`config.mk`:
```
export PLATFORM = sky130hd
export DESIGN_NAME = tx_sequencer
export DESIGN_NICKNAME = d
export VERILOG_FILES = /design/src/rtl/tx_sequencer.sv
export SDC_FILE = /design/constraint.sdc
export NUM_CORES = 1
export LEC_CHECK = 0
export ABC_CLOCK_PERIOD_IN_PS = 4600
export CAP_MARGIN = 20
export CORE_MARGIN = 2
export CORE_UTILIZATION = 41
export CTS_CLUSTER_DIAMETER = 40
export CTS_CLUSTER_SIZE = 10
export DETAILED_ROUTE_END_ITERATION = 12
export GPL_ROUTABILITY_DRIVEN = 0
export SLEW_MARGIN = 20
export SYNTH_ARGS = -nofsm -noshare
export SYNTH_HDL_FRONTEND = slang
export SYNTH_SLANG_ARGS = --single-unit
```
`constraint.sdc`:
```
create_clock -name clk -period 4.6 [get_ports clk]
set_clock_uncertainty 0.15 [all_clocks]
set_input_delay 0.92 -clock clk [delete_from_list [all_inputs] [get_ports clk]]
set_output_delay 0.92 -clock clk [all_outputs]
set_load 0.005 [all_outputs]
```
`src/rtl/tx_sequencer.sv`:
```
// tx_sequencer: paces I/Q sample delivery from the transmit byte FIFO to the
// IQ modulator. The FIFO holds interleaved bytes I, Q, I, Q, ... The block
// prefills the FIFO to a programmable level, then reads one I/Q pair per
// sample period and presents both halves together with a 1-cycle strobe.
//
// Ports:
//   clk, rst         system clock, asynchronous active-high reset
//   cfg_data         config byte from the SPI controller
//   cfg_wr_ctrl      write CTRL {clr_underrun, reprime, enable}
//   cfg_wr_div       write DIV   (period = DIV + MIN_PERIOD cycles)
//   cfg_wr_thresh    write THRESH (start level = max(THRESH*16, 2) bytes)
//   fifo_empty       FIFO empty flag
//   fifo_usedw       bytes currently held in the FIFO
//   fifo_q           FIFO read data, valid the cycle after fifo_rd
//   fifo_rd          FIFO read request
//   sample_i/q       I/Q sample to the modulator (IDLE_VAL when idle)
//   sample_valid     1-cycle pulse when sample_i/q update
//   tx_active        high in RUN
//   status           {4'b0, underrun, in_prefill, tx_active, enable}
module tx_sequencer #(
  parameter int         USEDW_W    = 12,
  parameter logic [7:0] IDLE_VAL   = 8'h00,
  parameter int         MIN_PERIOD = 4
) (
  input  logic               clk,
  input  logic               rst,
  input  logic [7:0]         cfg_data,
  input  logic               cfg_wr_ctrl,
  input  logic               cfg_wr_div,
  input  logic               cfg_wr_thresh,
  input  logic               fifo_empty,
  input  logic [USEDW_W-1:0] fifo_usedw,
  input  logic [7:0]         fifo_q,
  output logic               fifo_rd,
  output logic [7:0]         sample_i,
  output logic [7:0]         sample_q,
  output logic               sample_valid,
  output logic               tx_active,
  output logic [7:0]         status
);

  localparam int LW = (USEDW_W > 12) ? USEDW_W : 12;

  typedef enum logic [1:0] {
    S_IDLE,
    S_PREFILL,
    S_RUN
  } state_t;

  state_t state, state_nxt;

  logic          enable;
  logic          reprime;
  logic          underrun;
  logic [7:0]    div;
  logic [7:0]    thresh;
  logic [7:0]    cur_div;
  logic [8:0]    cnt;
  logic [8:0]    cnt_last;
  logic          pair_ok;
  logic [7:0]    i_hold;
  logic [7:0]    q_hold;
  logic [LW-1:0] level;
  logic          level_met;
  logic          pair_avail;
  logic          at_end;
  logic          underrun_set;
  logic          underrun_clr;

  // Level never drops below one full pair so RUN cannot start half a pair short.
  assign level      = (thresh == 8'd0) ? LW'(2) : LW'({thresh, 4'b0000});
  assign level_met  = LW'(fifo_usedw) >= level;
  assign pair_avail = (fifo_usedw >= USEDW_W'(2)) && !fifo_empty;

  // cur_div is reloaded at cnt==0, so the stale value seen in that one cycle
  // is harmless: the end compare is always >= MIN_PERIOD-1 > 0.
  assign cnt_last = 9'(cur_div) + 9'(MIN_PERIOD - 1);
  assign at_end   = (state == S_RUN) && (cnt == cnt_last);

  assign underrun_set = (state == S_RUN) && (cnt == 9'd0) && !pair_avail;
  assign underrun_clr = cfg_wr_ctrl && cfg_data[2];

  assign tx_active = (state == S_RUN);
  assign status    = {4'b0000, underrun, (state == S_PREFILL), (state == S_RUN), enable};

  always_ff @(posedge clk or posedge rst) begin
    if (rst) state <= S_IDLE;
    else     state <= state_nxt;
  end

  always_comb begin
    state_nxt = state;
    fifo_rd   = 1'b0;
    case (state)
      S_IDLE: begin
        if (enable) state_nxt = S_PREFILL;
      end
      S_PREFILL: begin
        if (!enable)        state_nxt = S_IDLE;
        else if (level_met) state_nxt = S_RUN;
      end
      S_RUN: begin
        if (cnt == 9'd0 && pair_avail)             fifo_rd = 1'b1;
        if (cnt == 9'd1 && pair_ok && !fifo_empty) fifo_rd = 1'b1;
        // Disable is only honoured at period end so the FIFO stays pair-aligned.
        if (at_end) begin
          if (!enable)               state_nxt = S_IDLE;
          else if (!pair_ok && reprime) state_nxt = S_PREFILL;
        end
      end
      default: state_nxt = S_IDLE;
    endcase
  end

  always_ff @(posedge clk or posedge rst) begin
    if (rst) begin
      enable   <= 1'b0;
      reprime  <= 1'b0;
      div      <= '0;
      thresh   <= '0;
      underrun <= 1'b0;
    end else begin
      if (cfg_wr_ctrl) begin
        enable  <= cfg_data[0];
        reprime <= cfg_data[1];
      end
      if (cfg_wr_div)    div    <= cfg_data;
      if (cfg_wr_thresh) thresh <= cfg_data;
      // Set wins over a simultaneous clear.
      if (underrun_set)      underrun <= 1'b1;
      else if (underrun_clr) underrun <= 1'b0;
    end
  end

  always_ff @(posedge clk or posedge rst) begin
    if (rst) begin
      cnt          <= '0;
      cur_div      <= '0;
      pair_ok      <= 1'b0;
      i_hold       <= '0;
      q_hold       <= '0;
      sample_i     <= IDLE_VAL;
      sample_q     <= IDLE_VAL;
      sample_valid <= 1'b0;
    end else begin
      sample_valid <= 1'b0;

      if (state != S_RUN || at_end) cnt <= '0;
      else                          cnt <= cnt + 9'd1;

      if (state == S_RUN && cnt == 9'd0) begin
        cur_div <= div;
        pair_ok <= pair_avail;
      end
      if (state == S_RUN && cnt == 9'd1 && pair_ok) i_hold <= fifo_q;
      if (state == S_RUN && cnt == 9'd2 && pair_ok) q_hold <= fifo_q;

      // Going idle overrides a same-cycle pair update (only possible when
      // the period is exactly MIN_PERIOD).
      if (state_nxt == S_IDLE) begin
        sample_i <= IDLE_VAL;
        sample_q <= IDLE_VAL;
      end else if (state == S_RUN && cnt == 9'd3 && pair_ok) begin
        sample_i     <= i_hold;
        sample_q     <= q_hold;
        sample_valid <= 1'b1;
      end
    end
  end

endmodule

```
Yosys cells after proc, flatten, opt, wreduce, memory -nomap -nowiden
Index checks and enable logic that the tools add are counted.
Operators by class
  eq/ne operators: 7
  reduce and logical (&&, ||, !) cells: 25
  multiplexer cells: 20
  $lt $le $gt $ge: 2
  $add $sub $neg: 2
Operator list (number)
  $mux W8: 4
  $eq A9 B2 Y1 const B: 2
  $logic_and A1 B1 Y1: 15
  $ge A12 B12 Y1: 1
  $ge A12 B2 Y1 const B: 1
  $mux W12: 1
  $mux W2: 6
  $add A8 B2 Y9 const B: 1
  $add A9 B1 Y9 const B: 1
  $eq A9 B1 Y1 const B: 1
  $eq A9 B9 Y1: 1
  $logic_not A9 Y1: 1
  $mux W9: 1
  $logic_not A8 Y1: 1
  $mux W1: 7
  $pmux W2 S3: 1
  $logic_not A2 Y1: 2
  $reduce_bool A2 Y1: 2
  $logic_not A1 Y1: 3
  $eq A2 B1 Y1 const B: 1
  $eq A2 B2 Y1 const B: 1
  $ne A2 B2 Y1 const B: 1
  $logic_or A1 B1 Y1: 1
Word-level totals
  bits of input ports: 34
  output and inout port bits: 27
  flip-flop bits (word level): 72
  logic and storage cells: 70

Depth between registers and ports, before layout
Gate-level depths: netlist of the first run.
  word-level depth: 8
  mapped depth: 10
  mapped depth without buffers: 10

Least setup slack after synthesis of the first run
OpenSTA, ideal clock, no wires.
  path kind: register -> output
  start point: register cnt[2]
  end point: output port fifo_rd
  stages on the path, launching flop included: 10
  data required time: 3.530 ns
  setup slack: 1.852 ns
  path buffers: 3
  arrival: 1.678 ns
  path through: dfrtp_1 buf_2 nor4_1 nand2_1 nor4_1 and2_1 buf_2 buf_4 nand2_1 o21ai_1
On the way
  cells in the longest elaborated chain, start to end: 5
  elaborated cells on any way between the ends: 8
  classes of those cells: eq/ne (1); mux (3); reduce/logical (4)
RTL lines
  from (decl): line 58  | logic [8:0] cnt;
  from (signal assigned): line 149  | else cnt <= cnt + 9'd1;
  $logic_not A9 Y1 / $eq A9 B1 Y1 (equally long branches): line 103, 104
  $logic_and A1 B1 Y1, on equally long branches: line 103, 104
  $mux W1 / $logic_and A1 B1 Y1 (equally long branches): line 103, 104
  $mux W1 (*): line 104  | if (cnt == 9'd1 && pair_ok && !fifo_empty) fifo_rd = 1'b1;
  $mux W1 (*): line 94  | case (state)
  to (decl): line 34  | output logic fifo_rd,
Every way passes the cells marked *; elsewhere a longest branch is shown, timed or not.

Worst setup path in the final report of the first run
  start point: register state[0]
  end point: output port fifo_rd
On the way
  cells in the longest elaborated chain, start to end: 2
RTL lines
  from (decl): line 50  | state_t state, state_nxt;
  from (signal assigned): line 88  | else state <= state_nxt;
  $eq A2 B2 Y1: line 94
  $mux W1: line 94
No other way between the ends.

==> results of run 1 <==
[layout make-up]
type	count	area (um^2)	area share, %
Clock buffer	10	137.6	3.109
Clock inverter	5	56.30	1.272
Inverter	18	67.56	1.526
Multi-Input combinational cell	240	1653	37.34
Sequential cell	72	1802	40.70
Tap cell	108	135.1	3.053
Timing Repair Buffer	58	575.6	13.00
[Yosys cell counts, types with 3 or more instances]
cell / instances
dfrtp_1: 72
nand2_1: 42
mux2_2: 33
nand3_1: 23
a21oi_1: 20
inv_1: 18
ha_1: 14
o21ai_0: 14
xor2_1: 10
nor3_1: 9
buf_4: 8
nor2_1: 8
nand4_1: 7
xnor2_1: 6
clkbuf_1: 5
nor4_1: 5
buf_2: 4
nor2b_1: 4
a31oi_1: 3
and2_1: 3
buf_6: 3
[path summary, 6_finish.rpt]
kind / start / endpoint / slack, ns / cells after the start
worst max-delay path: state[0] / fifo_rd / 0.63 / 9
worst min-delay path: div[0] / cur_div[0] / 0.35 / 1
worst max register to register: state[0] / sample_i[3] / 2.24 / 8
worst min register to register: div[0] / cur_div[0] / 0.35 / 1
max in group asynchronous: rst / thresh[0] / 2.47 / 3
min in group asynchronous: rst / sample_i[4] / 0.86 / 2
[layout by cell type, fill, tap and decap left out, types with 2 or more instances in the layout]
cell             instances
conb_1                   4
dfrtp_1                 72
a21o_1                   2
nand3_1                 23
a31oi_1                  3
nor2b_1                  4
nand2_4                  2
xnor2_1                  6
a21oi_1                 20
mux2_2                  33
clkinv_2                 2
nand2b_1                 2
ha_1                    14
o21ai_0                 14
nor4_1                   5
clkbuf_8                10
nor3_1                   9
buf_4                    2
inv_1                   17
clkdlybuf4s50_1         56
nor2_1                   8
xor2_1                  10
nand4b_1                 2
a31o_2                   2
nand4_1                  7
and2_1                   3
and3_1                   2
a21boi_0                 2
nand2_1                 42
[cell families after synthesis]
group,after synthesis
flip-flops,72
AO/OA/AOI/OAI,54
buffers and inverters,38
XOR/XNOR,16
AND/OR/NAND/NOR,119
adder cells (fa/ha/maj),14
multiplexers,33
other,1
[stage by stage]
| step | util, % | area, um^2 | total power [mW] | setup WS, ns |
|---|---|---|---|---|
| 6_report | 51.01 | 4427 | 2.285 | 0.6290 |
| 5_1_grt | 51.01 | 4427 | 2.461 | 0.3581 |
| 4_1_cts | 51.01 | 4427 | 2.313 | 0.6005 |
| 3_5_place_dp | 48.77 | 4233 | 1.806 | 0.9349 |
| 3_3_place_gp | 48.77 | 4233 | 1.791 | 0.9686 |
| 2_1_floorplan | - | 3655 | 1.543 | 1.705 |
[report_power, final]
| group | leakage, nW | switching [mW] | total [mW] | internal, mW |
|---|---|---|---|---|
| combinational | 0.916 | 0.400 | 0.816 | 0.416 |
| sequential | 0.903 | 0.158 | 0.975 | 0.817 |
| clock | 0.0985 | 0.232 | 0.494 | 0.262 |
[flip-flops by register name, summed over array words and instances (netlist names), 2 cells and up]
name,cells
cnt,9
cur_div,8
div,8
i_hold,8
q_hold,8
sample_i,8
sample_q,8
thresh,8
state,2
[routing by layer]
metal,part of all wire (%),GRT usage (%),vias up
met5,0,0,-
li1,-,-,1312
met4,1.3,4.742,0
met3,2.7,3.937,7
met2,48,27.45,47
met1,48,24.18,1331
==> flow_summary.ini, run 1 <==
[outcome]
outcome = completed

[logic_synthesis]
yosys-top-cells-area = dfrtp_1 (49%), mux2_2 (10%), ha_1 (4.8%)
ys_types = 50
synth_top_family_by_area = simple AND/OR/NAND/NOR gates
synth_fa_ha_area_share_pct = 4.808
yosys.area_share.simple_pct = 16.90
synth_compound_area_share_pct = 9.203
synth_flop_cell = dfrtp_1
syn_area_um2 = 3643
async_reset_ff_share_pct = 100.0
synth_top_area_share_pct = 49.45
synth_mux_area_share_pct = 10.20
ys_seq_elements = 72
yosys_warnings = 0
synth_xor_xnor_area_share_pct = 3.846
ys_seq_area_share_pct = 49.45
synth_area_leader_cell = dfrtp_1
synth_cells = 347
synth_edf_count = 0
syn_area_per_cell_um2 = 10.50

[sta]
period_needed_ns = 3.971
rsz0062_at_grt = no
whs_ns = 0.3458
min_period_over_period_pct = 86.33
fmax_mhz = 251.8
worstMarginPinSlew_ns = 0.8458
slew_headroom_pct = 43.61
finalMaxSlewViolations = 0
hold_viol_final = 0
setup_tns_ns = 0
setup_violations = 0

[clock_tree]
path_clk_slew_ns = 0.08
cts_tree = built
cts_root_buf = clkbuf_8
postCtsSetupBuffers = 0
cts-hold-fix-buffers = 0
htree_levels = 3
cts_buffers = 9
cts_buffer_depth = 2
cts_resized = 0
clock_latency_ns = 0.33
clock_sinks = 72

[floorplanning]
num_rows = 34
ios = 61
die-area_um2 = 9657
initial_utilization_pct = 41.98
coreArea_um2 = 8678
die_height_um = 98.27
die_x_um = 98.27

[drt]
dr.pass1.iters = 4
avgRoutedWirePerCell_um = 15.17
drt_iter0_drc = 106
routed_via_density = 5.278
totalWireLength_um = 7750
num_vias = 2697
route.detailed.drc = 0
postRouteAntennaNets = 0

[finish]
fillers = 827
drive_gt1_share_pct = 15.38
final_cells = 511
area_growth_pct = 21.50
diodes = 0
layout.nets = 447

[grt]
grt_pass1_wl_um = 13410
grt_max_degree = 41
grt_overflow = 0
grt_use_total_pct = 17.34
antenna_found_initial = 0
grt_pass1_vias = 2678

[critical_path]
crit_type = reg2out
worstPathRequired_ns = 3.53
cp.arrival_ns = 2.90
startpoint_type = flip-flop
path_cells = nand2b_1 -> inv_1 -> nand2_1 -> nor4_1 -> and2_1 -> buf_4 -> nand2_1 -> o21ai_1 -> clkdlybuf4s50_1
cpPeakStageDelay_ns = 0.54
cp_slowest_cell = clkdlybuf4s50_1
worstPathMaxFanout = 18
endpoint_kind = output pin
path_buf_inv = 3
worst_path_dominant_cell_family = simple AND/OR/NAND/NOR gates
crit_top_cell = nand2_1

[place]
dp_hpwl_um = 5727
dp_cells = 496
portBuffers = 56

[job]
drv_cap = 0

[power_and_ir_drop]
irDropWorstVdd_v = 0.0001700
p_per_area_nw_per_um2 = 516.3
total_leakage_power_nw = 1.917

[worst_hold_path]
holdCritPathClass = reg2reg
(Power assumes the default switching activity.)
==> run 2, diff against run 1 <==
--- a/config.mk
+++ b/config.mk
@@ -13,6 +13,8 @@
 export CTS_CLUSTER_SIZE = 10
 export DETAILED_ROUTE_END_ITERATION = 12
 export GPL_ROUTABILITY_DRIVEN = 0
+export GPL_TIMING_DRIVEN = 0
+export SETUP_SLACK_MARGIN = 0.02
 export SLEW_MARGIN = 20
 export SYNTH_ARGS = -nofsm -noshare
 export SYNTH_HDL_FRONTEND = slang
==> flow_summary.ini, run 2 (synthesis results as in run 1) <==
[outcome]
outcome = completed

[critical_path]
startpoint_type = flip-flop
worstPathRequired_ns = 3.53
worstPathMaxFanout = 10
endpoint_kind = output pin
crit_type = reg2out
cp.arrival_ns = 2.92

[finish]
mostFrequentLayoutCells = dfrtp_1 (72), clkdlybuf4s50_1 (55), nand2_1 (42), mux2_2 (33), nand3_1 (23)
area_growth_pct = 26.89
drive_gt1_share_pct = 18.25
final_cells = 530
fillers = 833
largest_register_ff_count = 9
diodes = 0
layout.nets = 465
fin_area_um2 = 4623
mostFrequentLayoutCell = dfrtp_1
top_register = cnt

[clock_tree]
cts_buffer_depth = 2
cts_tree = built
clock_sinks = 72
postCtsSetupBuffers = 0
cts_buffers = 9
htree_levels = 3
clock_latency_ns = 0.34
cts_root_buf = clkbuf_8
path_clk_slew_ns = 0.07
cts_resized = 0
cts-hold-fix-buffers = 0

[power_and_ir_drop]
irDropWorstVdd_v = 0.0001737
p_per_area_nw_per_um2 = 531.6
total_leakage_power_nw = 2.025

[sta]
hold_viol_final = 0
fin_ws_ns = 0.6072
period_needed_ns = 3.993
setup_violations = 0
min_period_over_period_pct = 86.80
finalMaxSlewViolations = 0
slew_headroom_pct = 63.13
rsz0062_at_grt = no
setup_tns_ns = 0
worstMarginPinSlew_ns = 0.5530
fmax_mhz = 250.4

[floorplanning]
die_height_um = 98.27
ios = 61
die_x_um = 98.27
coreArea_um2 = 8678
initial_utilization_pct = 41.98
die-area_um2 = 9657
num_rows = 34

[place]
post_dp_cell_area_um2 = 4370
portBuffers = 55
dp_cells = 514
dp_hpwl_um = 5894
place_ws_ns = 0.8291

[grt]
grt_pass1_wl_um = 13500
grt_overflow = 0
antenna_found_initial = 0
grt_use_total_pct = 17.48
grt_pass1_vias = 2721
grt_max_degree = 54

[worst_hold_path]
holdCritPathClass = reg2reg

[drt]
route.detailed.drc = 0
num_vias = 2740
totalWireLength_um = 7935
dr.pass1.iters = 4
routed_via_density = 5.170
avgRoutedWirePerCell_um = 14.97
drt_iter0_drc = 174
postRouteAntennaNets = 0

[job]
drv_cap = 0
run 2: area by class of cell:
cell class / instances / area, um^2 / share of cell area [%]
sequential: 72 / 1802 / 38.97
multi-input combinational: 240 / 1653 / 35.75
timing repair buffer: 56 / 578.1 / 12.50
clock buffer: 10 / 137.6 / 2.977
tap: 108 / 135.1 / 2.923
buffer: 20 / 132.6 / 2.869
clock inverter: 6 / 115.1 / 2.490
inverter: 18 / 70.07 / 1.516
run 2: worst max-delay path: stages (launching register included):
cell,delay (ns)
dfrtp_1,0.44
nand2b_1,0.21
inv_1,0.18
nand2_1,0.07
nor4_1,0.33
and2_1,0.19
buf_2,0.21
buf_4,0.22
nand2_1,0.07
o21ai_1,0.12
clkdlybuf4s50_1,0.54
run 2: per-stage QoR:
stage	power, mW	hold WS, ns	util (%)
after floorplan	1.543	0.2988	-
after global placement	1.828	0.3207	50.01
after CTS	2.484	0.3611	53.27
after detailed placement	1.858	0.3432	50.36
after global routing	2.637	0.3821	53.27
final	2.458	0.3542	53.27
run 2: metal layers:
| metal | global-route usage (%) | up-vias | wire length [um] |
|---|---|---|---|
| met2 | 27.50 | 61 | 3727 |
| met1 | 24.74 | 1315 | 3785 |
| met3 | 2.863 | 13 | 246 |
| li1 | - | 1351 | - |
| met4 | 5.901 | 0 | 175 |
| met5 | 0 | - | 0 |
run 2: final timing paths:
kind                       startpoint          end  slack [ns]  cells past startpoint
max                          state[0]      fifo_rd        0.61                     10
min                          underrun     underrun        0.35                      2
max reg2reg                cur_div[0]  sample_q[2]        2.21                      7
min reg2reg                  underrun     underrun        0.35                      2
max in group asynchronous         rst   cur_div[6]        3.03                      3
min in group asynchronous         rst  sample_i[4]        0.73                      2
run 2: report_power, final:
group          leakage (nW)  internal (mW)  switching (mW)
clock network         0.123          0.378           0.244
logic                 0.999          0.448           0.422
registers             0.903          0.817           0.149
